$ cat config.mk
export PLATFORM = sky130hd
export DESIGN_NAME = m_wb_uart
export DESIGN_NICKNAME = d
export VERILOG_FILES = /design/src/rtl/m_wb_uart.sv
export SDC_FILE = /design/constraint.sdc
export NUM_CORES = 1
export LEC_CHECK = 0
export ABC_AREA = 0
export ABC_CLOCK_PERIOD_IN_PS = 2050
export BUFFER_PORTS_ARGS = -buffer_cell sky130_fd_sc_hd__buf_2
export CAP_MARGIN = 25
export CELL_PAD_IN_SITES_DETAIL_PLACEMENT = 1
export CELL_PAD_IN_SITES_GLOBAL_PLACEMENT = 1
export CORE_ASPECT_RATIO = 1.2
export CORE_MARGIN = 2
export CORE_UTILIZATION = 35
export CTS_CLUSTER_SIZE = 28
export DETAILED_ROUTE_END_ITERATION = 8
export PLACE_DENSITY = 0.81
export SLEW_MARGIN = 20
export SYNTH_ARGS = -nofsm -noshare
export SYNTH_HDL_FRONTEND = slang
export SYNTH_SLANG_ARGS = --single-unit
$ cat constraint.sdc
create_clock -name CLK_I -period 2.05 [get_ports CLK_I]
set_clock_uncertainty 0.05 [all_clocks]
set_input_delay 0.205 -clock CLK_I [delete_from_list [all_inputs] [get_ports CLK_I]]
set_output_delay 0.205 -clock CLK_I [all_outputs]
set_load 0.005 [all_outputs]
$ cat src/rtl/m_wb_uart.sv
// Wishbone classic slave UART, 8N1 at CLKDIV clocks per bit; one wait state per access.
// Writes to a full TX holding register are acknowledged and dropped; a new RX byte overwrites an unread one.
module m_wb_uart #(
  parameter int unsigned CLKDIV = 104,
  parameter int unsigned CNTW   = 16
) (
  input  logic        CLK_I,
  input  logic        RST_In,
  input  logic        CYC_I,
  input  logic        STB_I,
  input  logic        WE_I,
  input  logic        ADR_I,
  input  logic [31:0] DAT_I,
  output logic [31:0] DAT_O,
  output logic        ACK_O,
  input  logic        uart_rx,
  output logic        uart_tx,
  output logic        irq
);

  typedef enum logic [1:0] {S_IDLE, S_START, S_DATA, S_STOP} state_t;

  localparam logic [CNTW-1:0] BIT_LD  = CNTW'(CLKDIV);
  localparam logic [CNTW-1:0] HALF_LD = CNTW'(CLKDIV / 2);
  localparam logic [CNTW-1:0] CNT_ONE = CNTW'(1);

  logic            ack_q, ack_d;
  logic [31:0]     dat_o_q, dat_o_d;

  state_t          tx_state_q, tx_state_d;
  logic [CNTW-1:0] tx_cnt_q, tx_cnt_d;
  logic [2:0]      tx_bit_q, tx_bit_d;
  logic [7:0]      tx_shift_q, tx_shift_d;
  logic [7:0]      tx_hold_q, tx_hold_d;
  logic            txfull_q, txfull_d;
  logic            tx_line_q, tx_line_d;

  logic            rx_sync1_q, rx_sync1_d;
  logic            rx_sync2_q, rx_sync2_d;
  state_t          rx_state_q, rx_state_d;
  logic [CNTW-1:0] rx_cnt_q, rx_cnt_d;
  logic [2:0]      rx_bit_q, rx_bit_d;
  logic [7:0]      rx_shift_q, rx_shift_d;
  logic [7:0]      rx_byte_q, rx_byte_d;
  logic            rx_valid_q, rx_valid_d;
  logic            overrun_q, overrun_d;
  logic            frame_err_q, frame_err_d;

  logic            acc, rd_data, rd_stat, wr_data, wr_stat;
  logic            tx_active, tx_load;
  logic            rx_deliver, rx_stop_bad, rxs;
  logic [31:0]     status;
  logic            unused_dat;

  assign acc     = CYC_I & STB_I & ~ack_q;
  assign rd_data = acc & ~WE_I & ~ADR_I;
  assign rd_stat = acc & ~WE_I &  ADR_I;
  assign wr_data = acc &  WE_I & ~ADR_I;
  assign wr_stat = acc &  WE_I &  ADR_I;

  assign tx_active = txfull_q | (tx_state_q != S_IDLE);
  assign status    = {27'h0, tx_active, frame_err_q, overrun_q, rx_valid_q, txfull_q};
  assign rxs       = rx_sync2_q;

  assign DAT_O      = dat_o_q;
  assign ACK_O      = ack_q;
  assign uart_tx    = tx_line_q;
  assign irq        = rx_valid_q;
  assign unused_dat = ^DAT_I[31:8];

  always_comb begin
    ack_d   = acc;
    dat_o_d = '0;
    if (rd_data) begin
      dat_o_d = {24'h0, rx_byte_q};
    end else if (rd_stat) begin
      dat_o_d = status;
    end
  end

  // Counters load the full period and expire on the edge that takes them to zero.
  always_comb begin
    tx_state_d = tx_state_q;
    tx_cnt_d   = tx_cnt_q;
    tx_bit_d   = tx_bit_q;
    tx_shift_d = tx_shift_q;
    tx_hold_d  = tx_hold_q;
    txfull_d   = txfull_q;
    tx_line_d  = tx_line_q;
    tx_load    = 1'b0;
    case (tx_state_q)
      S_IDLE: tx_load = txfull_q;
      S_START: begin
        if (tx_cnt_q == CNT_ONE) begin
          tx_state_d = S_DATA;
          tx_cnt_d   = BIT_LD;
          tx_bit_d   = 3'd0;
          tx_line_d  = tx_shift_q[0];
        end else begin
          tx_cnt_d = tx_cnt_q - CNT_ONE;
        end
      end
      S_DATA: begin
        if (tx_cnt_q == CNT_ONE) begin
          tx_cnt_d = BIT_LD;
          if (tx_bit_q == 3'd7) begin
            tx_state_d = S_STOP;
            tx_line_d  = 1'b1;
          end else begin
            tx_bit_d   = tx_bit_q + 3'd1;
            tx_shift_d = {1'b0, tx_shift_q[7:1]};
            tx_line_d  = tx_shift_q[1];
          end
        end else begin
          tx_cnt_d = tx_cnt_q - CNT_ONE;
        end
      end
      S_STOP: begin
        if (tx_cnt_q == CNT_ONE) begin
          if (txfull_q) begin
            tx_load = 1'b1;
          end else begin
            tx_state_d = S_IDLE;
            tx_cnt_d   = '0;
          end
        end else begin
          tx_cnt_d = tx_cnt_q - CNT_ONE;
        end
      end
      default: tx_state_d = S_IDLE;
    endcase

    // Reloading straight out of STOP keeps queued bytes gap-free.
    if (tx_load) begin
      tx_state_d = S_START;
      tx_cnt_d   = BIT_LD;
      tx_shift_d = tx_hold_q;
      tx_line_d  = 1'b0;
      txfull_d   = 1'b0;
    end
    if (wr_data && !txfull_q) begin
      tx_hold_d = DAT_I[7:0];
      txfull_d  = 1'b1;
    end
  end

  always_comb begin
    rx_sync1_d  = uart_rx;
    rx_sync2_d  = rx_sync1_q;
    rx_state_d  = rx_state_q;
    rx_cnt_d    = rx_cnt_q;
    rx_bit_d    = rx_bit_q;
    rx_shift_d  = rx_shift_q;
    rx_byte_d   = rx_byte_q;
    rx_valid_d  = rx_valid_q;
    overrun_d   = overrun_q;
    frame_err_d = frame_err_q;
    rx_deliver  = 1'b0;
    rx_stop_bad = 1'b0;
    case (rx_state_q)
      S_IDLE: begin
        if (!rxs) begin
          rx_state_d = S_START;
          rx_cnt_d   = HALF_LD;
        end
      end
      S_START: begin
        if (rx_cnt_q == CNT_ONE) begin
          rx_cnt_d = BIT_LD;
          rx_bit_d = 3'd0;
          rx_state_d = rxs ? S_IDLE : S_DATA;
        end else begin
          rx_cnt_d = rx_cnt_q - CNT_ONE;
        end
      end
      S_DATA: begin
        if (rx_cnt_q == CNT_ONE) begin
          rx_cnt_d   = BIT_LD;
          rx_shift_d = {rxs, rx_shift_q[7:1]};
          if (rx_bit_q == 3'd7) begin
            rx_state_d = S_STOP;
          end else begin
            rx_bit_d = rx_bit_q + 3'd1;
          end
        end else begin
          rx_cnt_d = rx_cnt_q - CNT_ONE;
        end
      end
      S_STOP: begin
        if (rx_cnt_q == CNT_ONE) begin
          rx_deliver  = 1'b1;
          rx_stop_bad = ~rxs;
          rx_state_d  = S_IDLE;
          rx_cnt_d    = '0;
        end else begin
          rx_cnt_d = rx_cnt_q - CNT_ONE;
        end
      end
      default: rx_state_d = S_IDLE;
    endcase

    if (rd_data && !rx_deliver) begin
      rx_valid_d = 1'b0;
      overrun_d  = 1'b0;
    end
    if (wr_stat) begin
      if (DAT_I[2]) overrun_d = 1'b0;
      if (DAT_I[3]) frame_err_d = 1'b0;
    end
    // A read landing on the delivery edge consumes the old byte; the new one stays pending.
    if (rx_deliver) begin
      rx_byte_d  = rx_shift_q;
      rx_valid_d = 1'b1;
      if (rx_valid_q && !rd_data) overrun_d = 1'b1;
      if (rx_stop_bad) frame_err_d = 1'b1;
    end
  end

  always_ff @(posedge CLK_I) begin
    if (!RST_In) begin
      ack_q       <= 1'b0;
      dat_o_q     <= '0;
      tx_state_q  <= S_IDLE;
      tx_cnt_q    <= '0;
      tx_bit_q    <= 3'd0;
      tx_shift_q  <= 8'h00;
      tx_hold_q   <= 8'h00;
      txfull_q    <= 1'b0;
      tx_line_q   <= 1'b1;
      rx_sync1_q  <= 1'b1;
      rx_sync2_q  <= 1'b1;
      rx_state_q  <= S_IDLE;
      rx_cnt_q    <= '0;
      rx_bit_q    <= 3'd0;
      rx_shift_q  <= 8'h00;
      rx_byte_q   <= 8'h00;
      rx_valid_q  <= 1'b0;
      overrun_q   <= 1'b0;
      frame_err_q <= 1'b0;
    end else begin
      ack_q       <= ack_d;
      dat_o_q     <= dat_o_d;
      tx_state_q  <= tx_state_d;
      tx_cnt_q    <= tx_cnt_d;
      tx_bit_q    <= tx_bit_d;
      tx_shift_q  <= tx_shift_d;
      tx_hold_q   <= tx_hold_d;
      txfull_q    <= txfull_d;
      tx_line_q   <= tx_line_d;
      rx_sync1_q  <= rx_sync1_d;
      rx_sync2_q  <= rx_sync2_d;
      rx_state_q  <= rx_state_d;
      rx_cnt_q    <= rx_cnt_d;
      rx_bit_q    <= rx_bit_d;
      rx_shift_q  <= rx_shift_d;
      rx_byte_q   <= rx_byte_d;
      rx_valid_q  <= rx_valid_d;
      overrun_q   <= overrun_d;
      frame_err_q <= frame_err_d;
    end
  end

endmodule

==> results of run 1 <==
==> cells in the mapped netlist, types with 10 or more instances <==
library cell,n
ha_1,18
mux2i_1,12
clkbuf_1,15
nand3_1,12
nor4_1,12
dfxtp_1,90
nor3_1,21
a21oi_1,39
nand2b_1,11
inv_1,10
nand2_1,77
nor2_1,50
xnor2_1,15
o21ai_0,32
buf_4,24
and2_1,11
==> report_power, final <==
part	internal (mW)	leakage [nW]	switching (mW)	total (mW)
sequential	1.93	0.730	0.206	2.14
clock	0.971	0.154	0.765	1.74
combinational	0.847	1.26	0.923	1.77
==> worst max-delay path by stage <==
stage                              from  cells past startpoint       endpoint  slack (ns)
after floorplan           tx_state_q[1]                      8   tx_cnt_q[12]        0.11
after global placement      tx_cnt_q[1]                      9  tx_shift_q[5]      -0.006
after detailed placement    tx_cnt_q[1]                      9  tx_shift_q[5]       -0.09
after CTS                   rx_cnt_q[1]                      8  rx_state_q[0]      0.0002
after global routing        tx_cnt_q[7]                      6    tx_cnt_q[2]       -0.05
final                       rx_cnt_q[7]                      6  rx_state_q[0]        0.05
==> flip-flops by register name, indices dropped and copies added (netlist names), 2 cells and up, named ones only <==
| name | flops |
|---|---|
| rx_cnt_q | 16 |
| tx_cnt_q | 16 |
| DAT_O | 8 |
| rx_byte_q | 8 |
| rx_shift_q | 8 |
| tx_hold_q | 8 |
| tx_shift_q | 8 |
| rx_bit_q | 3 |
| tx_bit_q | 3 |
| tx_state_q | 2 |
==> routing by layer <==
metal	track usage, %	share of wire (%)	routed length [um]
met5	0	0	0
met4	8.48	2.8	330
met3	2.09	2.0	244
met2	33.6	54	6420
met1	20.0	42	4980
==> stage by stage <==
stage | setup TNS (ns) | std cells | instance area, sq um | util (%)
after CTS | 0 | 759 | 5220 | 41.7
after floorplan | 0 | 560 | 4510 | -
after detailed placement | -0.717 | 742 | 4870 | 39.0
after global routing | -0.407 | 763 | 5400 | 43.2
after global placement | -0.00957 | 742 | 4870 | 39.0
final | 0 | 763 | 5400 | 43.2
==> final cells by class <==
class	count	area, sq um	share of cell area (%)
clock buffers	9	225	4.17
inverters	11	41.3	0.764
multi-input cells	408	2530	46.8
repair buffers	74	514	9.52
clock inverters	7	83.8	1.55
flip-flops and latches	90	1800	33.4
well taps	164	205	3.80
==> cell families after synthesis <==
kind of cell	count (synthesis)	synth area share, %
and+or+nand+nor	226	25.2
AOI/OAI and AO/OA	109	14.7
DFF	90	40.7
buffers and inverters	62	7.72
xor gates and xnor gates	19	3.76
adders and majority gates	18	5.09
muxes	12	2.71
other	1	0.0847
==> critical path: stages, from the launching register on <==
cell and delay, ns:
dfxtp_1 0.36, nor4_1 0.45, and4_4 0.34, buf_4 0.15
and2_1 0.16, o21ai_0 0.15, a221oi_2 0.25
==> repair_timing <==
action | in CTS | in global routing
gates resized for setup | 7 | 44
setup endpoints to repair | 55 | 56
setup buffers | 0 | 4
endpoints found under the hold margin | 1 | 0
pin swaps | 0 | 17
hold buffers | 1 | 0
==> metrics.yaml, run 1 <==
cap_violations: 0
clk_latency_ns: 0.35
seq_area_frac_synth_pct: 40.7
yosys.area.top_type: "dfxtp_1"
reg2reg_to: "rx_state_q[0]"
hold_start: "DAT_I[4]"
die_h_um: 127
avgViaCountPerCell: 5.19
critical_path_class: "flip-flop to flip-flop"
p_leak_nw: 2.14
die_w_um: 107
min_to: "tx_hold_q[4]"
grt_pass1_wl_mm: 19.9
cp-end-kind: "flip-flop"
yosysWarnings: 0
r2r_start: "rx_cnt_q[7]"
antenna_found_initial: 0
grt_overflow_total: 0
finalCritPeriodShare_pct: 97.5
hold_violations: 0
synth_flop_cell: "dfxtp_1"
wl_mm: 12.0
synth_top_area_share_pct: 40.7
grt_use_total_pct: 17.9
grt_max_degree: 29
syn_area_per_cell_sq_um: 8.24
grt_pass1_vias: 4189
post-route-min-period_ns: 2.00
clock_path_buffers: 2
setup_viol: 0
fill_cells: 1522
place_congestion: 0.862
yosysUniqueCellTypes: 54
clock-root-buffer: "clkbuf_16"
rsz0062_at_grt: "yes"
fp-row-count: 45
clkTransAtPathRegs_ns: 0.07
wl_per_cell_um: 15.7
area_growth_pct: 22.1
slew_violations: 0
initial_core_util_pct: 35.4
drc: 0
fmax_mhz: 500
min_path_cells: 3
whs_ns: 0.0428
hp-class: "input pin to flip-flop"
core_sq_um: 12500
ff2ff_setup_slack_ns: 0.05
ir_drop_v: 0.000789
numCtsBuffers: 9
synth-edff-count: 0
ant_nets: 0
vias: 3962
finalPower_mw: 5.64
ios: 74
async_reset_ff_share_pct: 0
drt_pass1_iterations: 4
worst_setup_path_start_kind: "flip-flop"
final_common_cell: "dfxtp_1"
final_cell_mix: "dfxtp_1 (89), nand2_1 (75), nor2_1 (47)"
worstPathMaxFanout: 6
antenna_cells: 0
cp.required_ns: 2.26
place_ws_ns: -0.0854
synth_seq_cells: 90
ys_top_cells_by_area: "dfxtp_1 (41%), nand2_1 (6.5%), ha_1 (5.1%)"
drtIter0Drc: 101
final_net_count: 651
reg2regPathDepth: 6
setup_ws_ns: 0.0514
netlist_instances: 537
pwr_density_cell_nw_per_um2: 1040
dpl.hpwl_mm: 8.00
cts.sinks: 90
drive_above_1_share_pct: 21.9
die-area_sq_um: 13600
h-tree-depth: 3
outcome: "complete, no violations"
port_buffers: 25
cts_tree: "done"
synth_area_sq_um: 4430
cp.arrival_ns: 2.21
Power figures use the tool's default switching activity.
==> run 2: changes to the inputs <==
- PLACE_DENSITY: 0.81 -> 0.75
- SLEW_MARGIN: 20 -> unset
==> metrics.yaml, run 2 (same netlist as run 1, synthesis figures left out) <==
antenna_found_initial: 0
p_comb_share_pct: 31.4
slew_violations: 0
reg2reg_to: "tx_cnt_q[14]"
worst_setup_path_start_kind: "flip-flop"
pwr_density_cell_nw_per_um2: 1050
place_ws_ns: -0.0225
area_growth_pct: 20.6
hold_violations: 0
ios: 74
post-route-min-period_ns: 1.96
numCtsBuffers: 9
reg.largest.list: "rx_cnt_q x16, tx_cnt_q x16"
fmax_mhz: 511
regArea_sq_um: 1810
setup_ws_ns: 0.0946
port_buffers: 25
final_common_cell: "dfxtp_1"
clkTransAtPathRegs_ns: 0.07
initial_core_util_pct: 35.4
cts.sinks: 90
grt_pass1_vias: 4016
finalCritPeriodShare_pct: 95.4
cp.required_ns: 2.24
clock-root-buffer: "clkbuf_16"
fill_cells: 1533
core_sq_um: 12500
finalPower_mw: 5.58
dpl.hpwl_mm: 8.08
drc: 0
r2r_start: "tx_cnt_q[7]"
postPlaceCellArea_sq_um: 4900
grt_max_degree: 41
fin_area_sq_um: 5340
fp-row-count: 45
ant_nets: 0
switching_share_pct: 33.1
clkPwrFrac_pct: 30.6
p_sw_mw: 1.85
final_net_count: 652
grt_overflow_total: 0
wl_per_cell_um: 15.1
cts_tree: "done"
worstPathMaxFanout: 6
min_to: "rx_sync1_q"
antenna_cells: 0
multi_input_area_sq_um: 2470
drtIter0Drc: 66
seqPwrFrac_pct: 38.0
avgViaCountPerCell: 5.02
hp-class: "input pin to flip-flop"
place_congestion: 0.887
drive_above_1_share_pct: 20.2
reg2regPathDepth: 5
outcome: "complete, no violations"
drt_pass1_iterations: 4
grt_pass1_wl_mm: 19.0
final_cell_mix: "dfxtp_1 (87), nand2_1 (77), nor2_1 (50)"
wl_mm: 11.5
min_path_cells: 2
ir_drop_v: 0.000469
die-area_sq_um: 13600
grt_use_total_pct: 17.3
p_int_mw: 3.73
ff2ff_setup_slack_ns: 0.09
h-tree-depth: 3
die_h_um: 127
vias: 3832
setup_viol: 0
ctsHoldBuffers: 0
cp-end-kind: "flip-flop"
cap_violations: 0
critical_path_class: "flip-flop to flip-flop"
cp.arrival_ns: 2.14
clk_latency_ns: 0.35
p_leak_nw: 2.13
clock_path_buffers: 2
hold_start: "uart_rx"
die_w_um: 107
[run 2: changes by cell type in the layout (fill, tap and decap cells not counted), moves of 3 or more]
| cell | change |
|---|---|
| o21ai_2 | -5 |
| buf_4 | +4 |
| nor2_1 | +3 |
| nor2_2 | -3 |
| o21ai_0 | +7 |
[run 2: worst max-delay path by stage]
stage / startpoint / end / cells after the start
6_report: tx_cnt_q[7] / tx_cnt_q[14] / 5
5_1_grt: tx_cnt_q[1] / tx_shift_q[7] / 9
4_1_cts: tx_state_q[1] / tx_cnt_q[12] / 7
3_5_place_dp: tx_cnt_q[1] / tx_shift_q[3] / 8
3_3_place_gp: tx_cnt_q[1] / tx_shift_q[2] / 8
2_1_floorplan: tx_state_q[1] / tx_cnt_q[12] / 8
[run 2: cell type report]
cell class / count / share of cell area (%)
multi-input cells: 408 / 46.2
flip-flops and latches: 90 / 33.8
repair buffers: 75 / 9.68
clock buffers: 9 / 4.22
well taps: 164 / 3.84
clock inverters: 7 / 1.45
inverters: 11 / 0.774
[run 2: power by group through the flow]
stage / Clock (mW) / Sequential (mW) / Combinational (mW)
3_3_place_gp: 0 / 2.12 / 1.55
2_1_floorplan: 0 / 2.12 / 1.09
6_report: 1.71 / 2.12 / 1.75
5_1_grt: 1.80 / 2.15 / 1.94
4_1_cts: 1.74 / 2.10 / 1.64
3_5_place_dp: 0 / 2.14 / 1.62
[run 2: timing repair]
action | in CTS | in global routing
resized for setup | 3 | 21
cloned | 0 | 0
endpoints found under the setup margin | 12 | 38
setup buffers | 0 | 4
pin swaps | 0 | 2
[run 2: per-stage QoR]
stage          hold WS (ns)  cells  TNS (ns)  utilization, %
2_1_floorplan         0.256    560         0               -
3_3_place_gp          0.341    744         0            39.2
3_5_place_dp          0.364    744   -0.0766            39.2
4_1_cts             0.00176    760         0            41.8
5_1_grt              0.0218    764  -0.00796            42.7
6_report            0.00546    764         0            42.7
[run 2: layer usage]
layer / global-route usage [%] / share of wire (%) / vias to the layer above / wire, um
met4: 6.19 / 1.5 / 0 / 173
met2: 32.3 / 54 / 29 / 6240
met3: 3.42 / 2.0 / 15 / 228
met5: 0 / 0 / - / 0
li1: - / - / 1934 / -
met1: 19.2 / 42 / 1854 / 4860
[run 2: worst max-delay path, stage by stage, from the launching register on]
cell	delay, ns
dfxtp_1	0.37
or4_4	0.55
or3_4	0.37
nor4_4	0.29
xnor2_1	0.18
nor2_2	0.04
==> run 3: changes to the inputs <==
- ABC_CLOCK_PERIOD_IN_PS: 2050 -> 2200
- PLACE_DENSITY: 0.75 -> 0.73
- clock period: 2.05 -> 2.2 ns (I/O delays scaled with it)
==> metrics.yaml, run 3 (same netlist as run 1, synthesis figures left out) <==
numCtsBuffers: 9
fmax_mhz: 492
clkTransAtPathRegs_ns: 0.07
cp-end-kind: "flip-flop"
worstMarginPinSlew_ns: 0.580
core_sq_um: 12500
port_buffers: 25
cp.required_ns: 2.41
antenna_found_initial: 0
ir_drop_v: 0.000694
clkPwrFrac_pct: 31.6
final_util_pct: 41.0
cts_tree: "done"
final_common_cell: "dfxtp_1"
p_leak_nw: 2.02
drc: 0
cts.sinks: 90
hold_violations: 0
setup_viol: 0
worst_setup_path_start_kind: "flip-flop"
p_comb_share_pct: 29.2
finalPower_mw: 5.03
vias: 3763
cp.arrival_ns: 2.24
critical_path_class: "flip-flop to flip-flop"
grt_use_total_pct: 16.7
final_net_count: 634
die-area_sq_um: 13600
p_int_mw: 3.38
worstPathMaxFanout: 8
area_growth_pct: 15.9
cp_slowest_stage_delay_ns: 0.43
rsz0062_at_grt: "no"
grt_pass1_vias: 3909
antenna_cells: 0
setup_ws_ns: 0.169
ios: 74
drive_above_1_share_pct: 15.3
tns_ns: 0
die_h_um: 127
final_cell_mix: "dfxtp_1 (90), nand2_1 (77), nor2_1 (50)"
cpMostUsedCell: "a21oi_1"
die_w_um: 107
outcome: "complete, no violations"
finalCritPeriodShare_pct: 92.3
clock-root-buffer: "clkbuf_16"
ant_nets: 0
grt_overflow_total: 0
initial_core_util_pct: 35.4
dpl.hpwl_mm: 7.72
slew_violations: 0
avgViaCountPerCell: 5.04
h-tree-depth: 3
reg.largest.list: "rx_cnt_q x16, tx_cnt_q x16"
place_ws_ns: 0.0784
path_cells: "inv_1 -> ha_1 -> or2_2 -> a21oi_1 -> a31oi_1 -> a21oi_1 -> a311oi_2"
seqPwrFrac_pct: 39.2
post-route-min-period_ns: 2.03
switching_share_pct: 32.8
grt_max_degree: 21
cap_violations: 0
hp-class: "input pin to flip-flop"
relSlewSlack_pct: 61.0
place_congestion: 0.809
drt_pass1_iterations: 5
clk_latency_ns: 0.35
wl_per_cell_um: 14.4
wl_mm: 10.8
fp-row-count: 45
p_sw_mw: 1.65
drtIter0Drc: 80
clock_path_buffers: 2
grt_pass1_wl_mm: 18.5
pwr_density_cell_nw_per_um2: 981
crit_slowest_cell: "dfxtp_1"
-- run 3: cell types whose count changed in the layout (fill, tap and decap cells not counted), sizes merged --
| cell | before | now |
|---|---|---|
| buf | 75 | 57 |
| clkbuf | 9 | 10 |
| clkinv | 5 | 1 |
| clkinvlp | 1 | 2 |
| inv | 11 | 13 |
-- run 3: routing by layer --
layer | vias up | track usage (%) | wire, um
li1 | 1896 | - | -
met5 | - | 0 | 0
met2 | 34 | 30.2 | 5570
met1 | 1819 | 19.6 | 4760
met4 | 0 | 7.03 | 216
met3 | 14 | 2.30 | 208
-- run 3: cell type report --
type / instances / area (sq um)
clock inverter: 6 / 71.3
sequential: 90 / 1800
clock buffer: 10 / 229
multi-input combinational: 408 / 2400
fill: 1531 / 7370
inverter: 11 / 41.3
tap: 164 / 205
timing repair buffer: 57 / 378
-- run 3: critical path: cells and delay by family (launching register included) --
kind	cells	cell delay, ns
buffers and inverters	1	0.10
adders and majority gates	1	0.36
and+or+nand+nor	1	0.23
DFF	1	0.43
AOI/OAI and AO/OA	4	0.76
-- run 3: timing repair --
item | 4_1_cts | 5_1_grt
setup buffers | 0 | 2
setup endpoints to repair | 0 | 45
hold buffers | 0 | 0
resized for setup | 0 | 9
-- run 3: power by group through the flow --
stage	registers [mW]	clock network [mW]	logic [mW]
after global routing	2.00	1.68	1.66
final	1.97	1.59	1.47
after floorplan	1.97	0	1.02
after detailed placement	2.00	0	1.43
after global placement	1.98	0	1.38
after CTS	1.97	1.63	1.44
-- run 3: path summary, 6_finish.rpt --
check | startpoint | to | slack, ns | depth (start not counted)
setup / recovery | tx_state_q[1] | tx_cnt_q[3] | 0.17 | 7
hold / removal | uart_rx | rx_sync1_q | 0.03 | 2
setup reg to reg | tx_state_q[1] | tx_cnt_q[3] | 0.17 | 7
hold reg to reg | rx_sync1_q | rx_sync2_q | 0.37 | 1
-- run 3: stage by stage --
stage / hold WS, ns / instance area, sq um / std cells
5_1_grt: 0.0437 / 5130 / 746
4_1_cts: 0.0303 / 5080 / 744
2_1_floorplan: 0.271 / 4510 / 560
3_5_place_dp: 0.355 / 4780 / 728
6_report: 0.0290 / 5130 / 746
3_3_place_gp: 0.341 / 4780 / 728
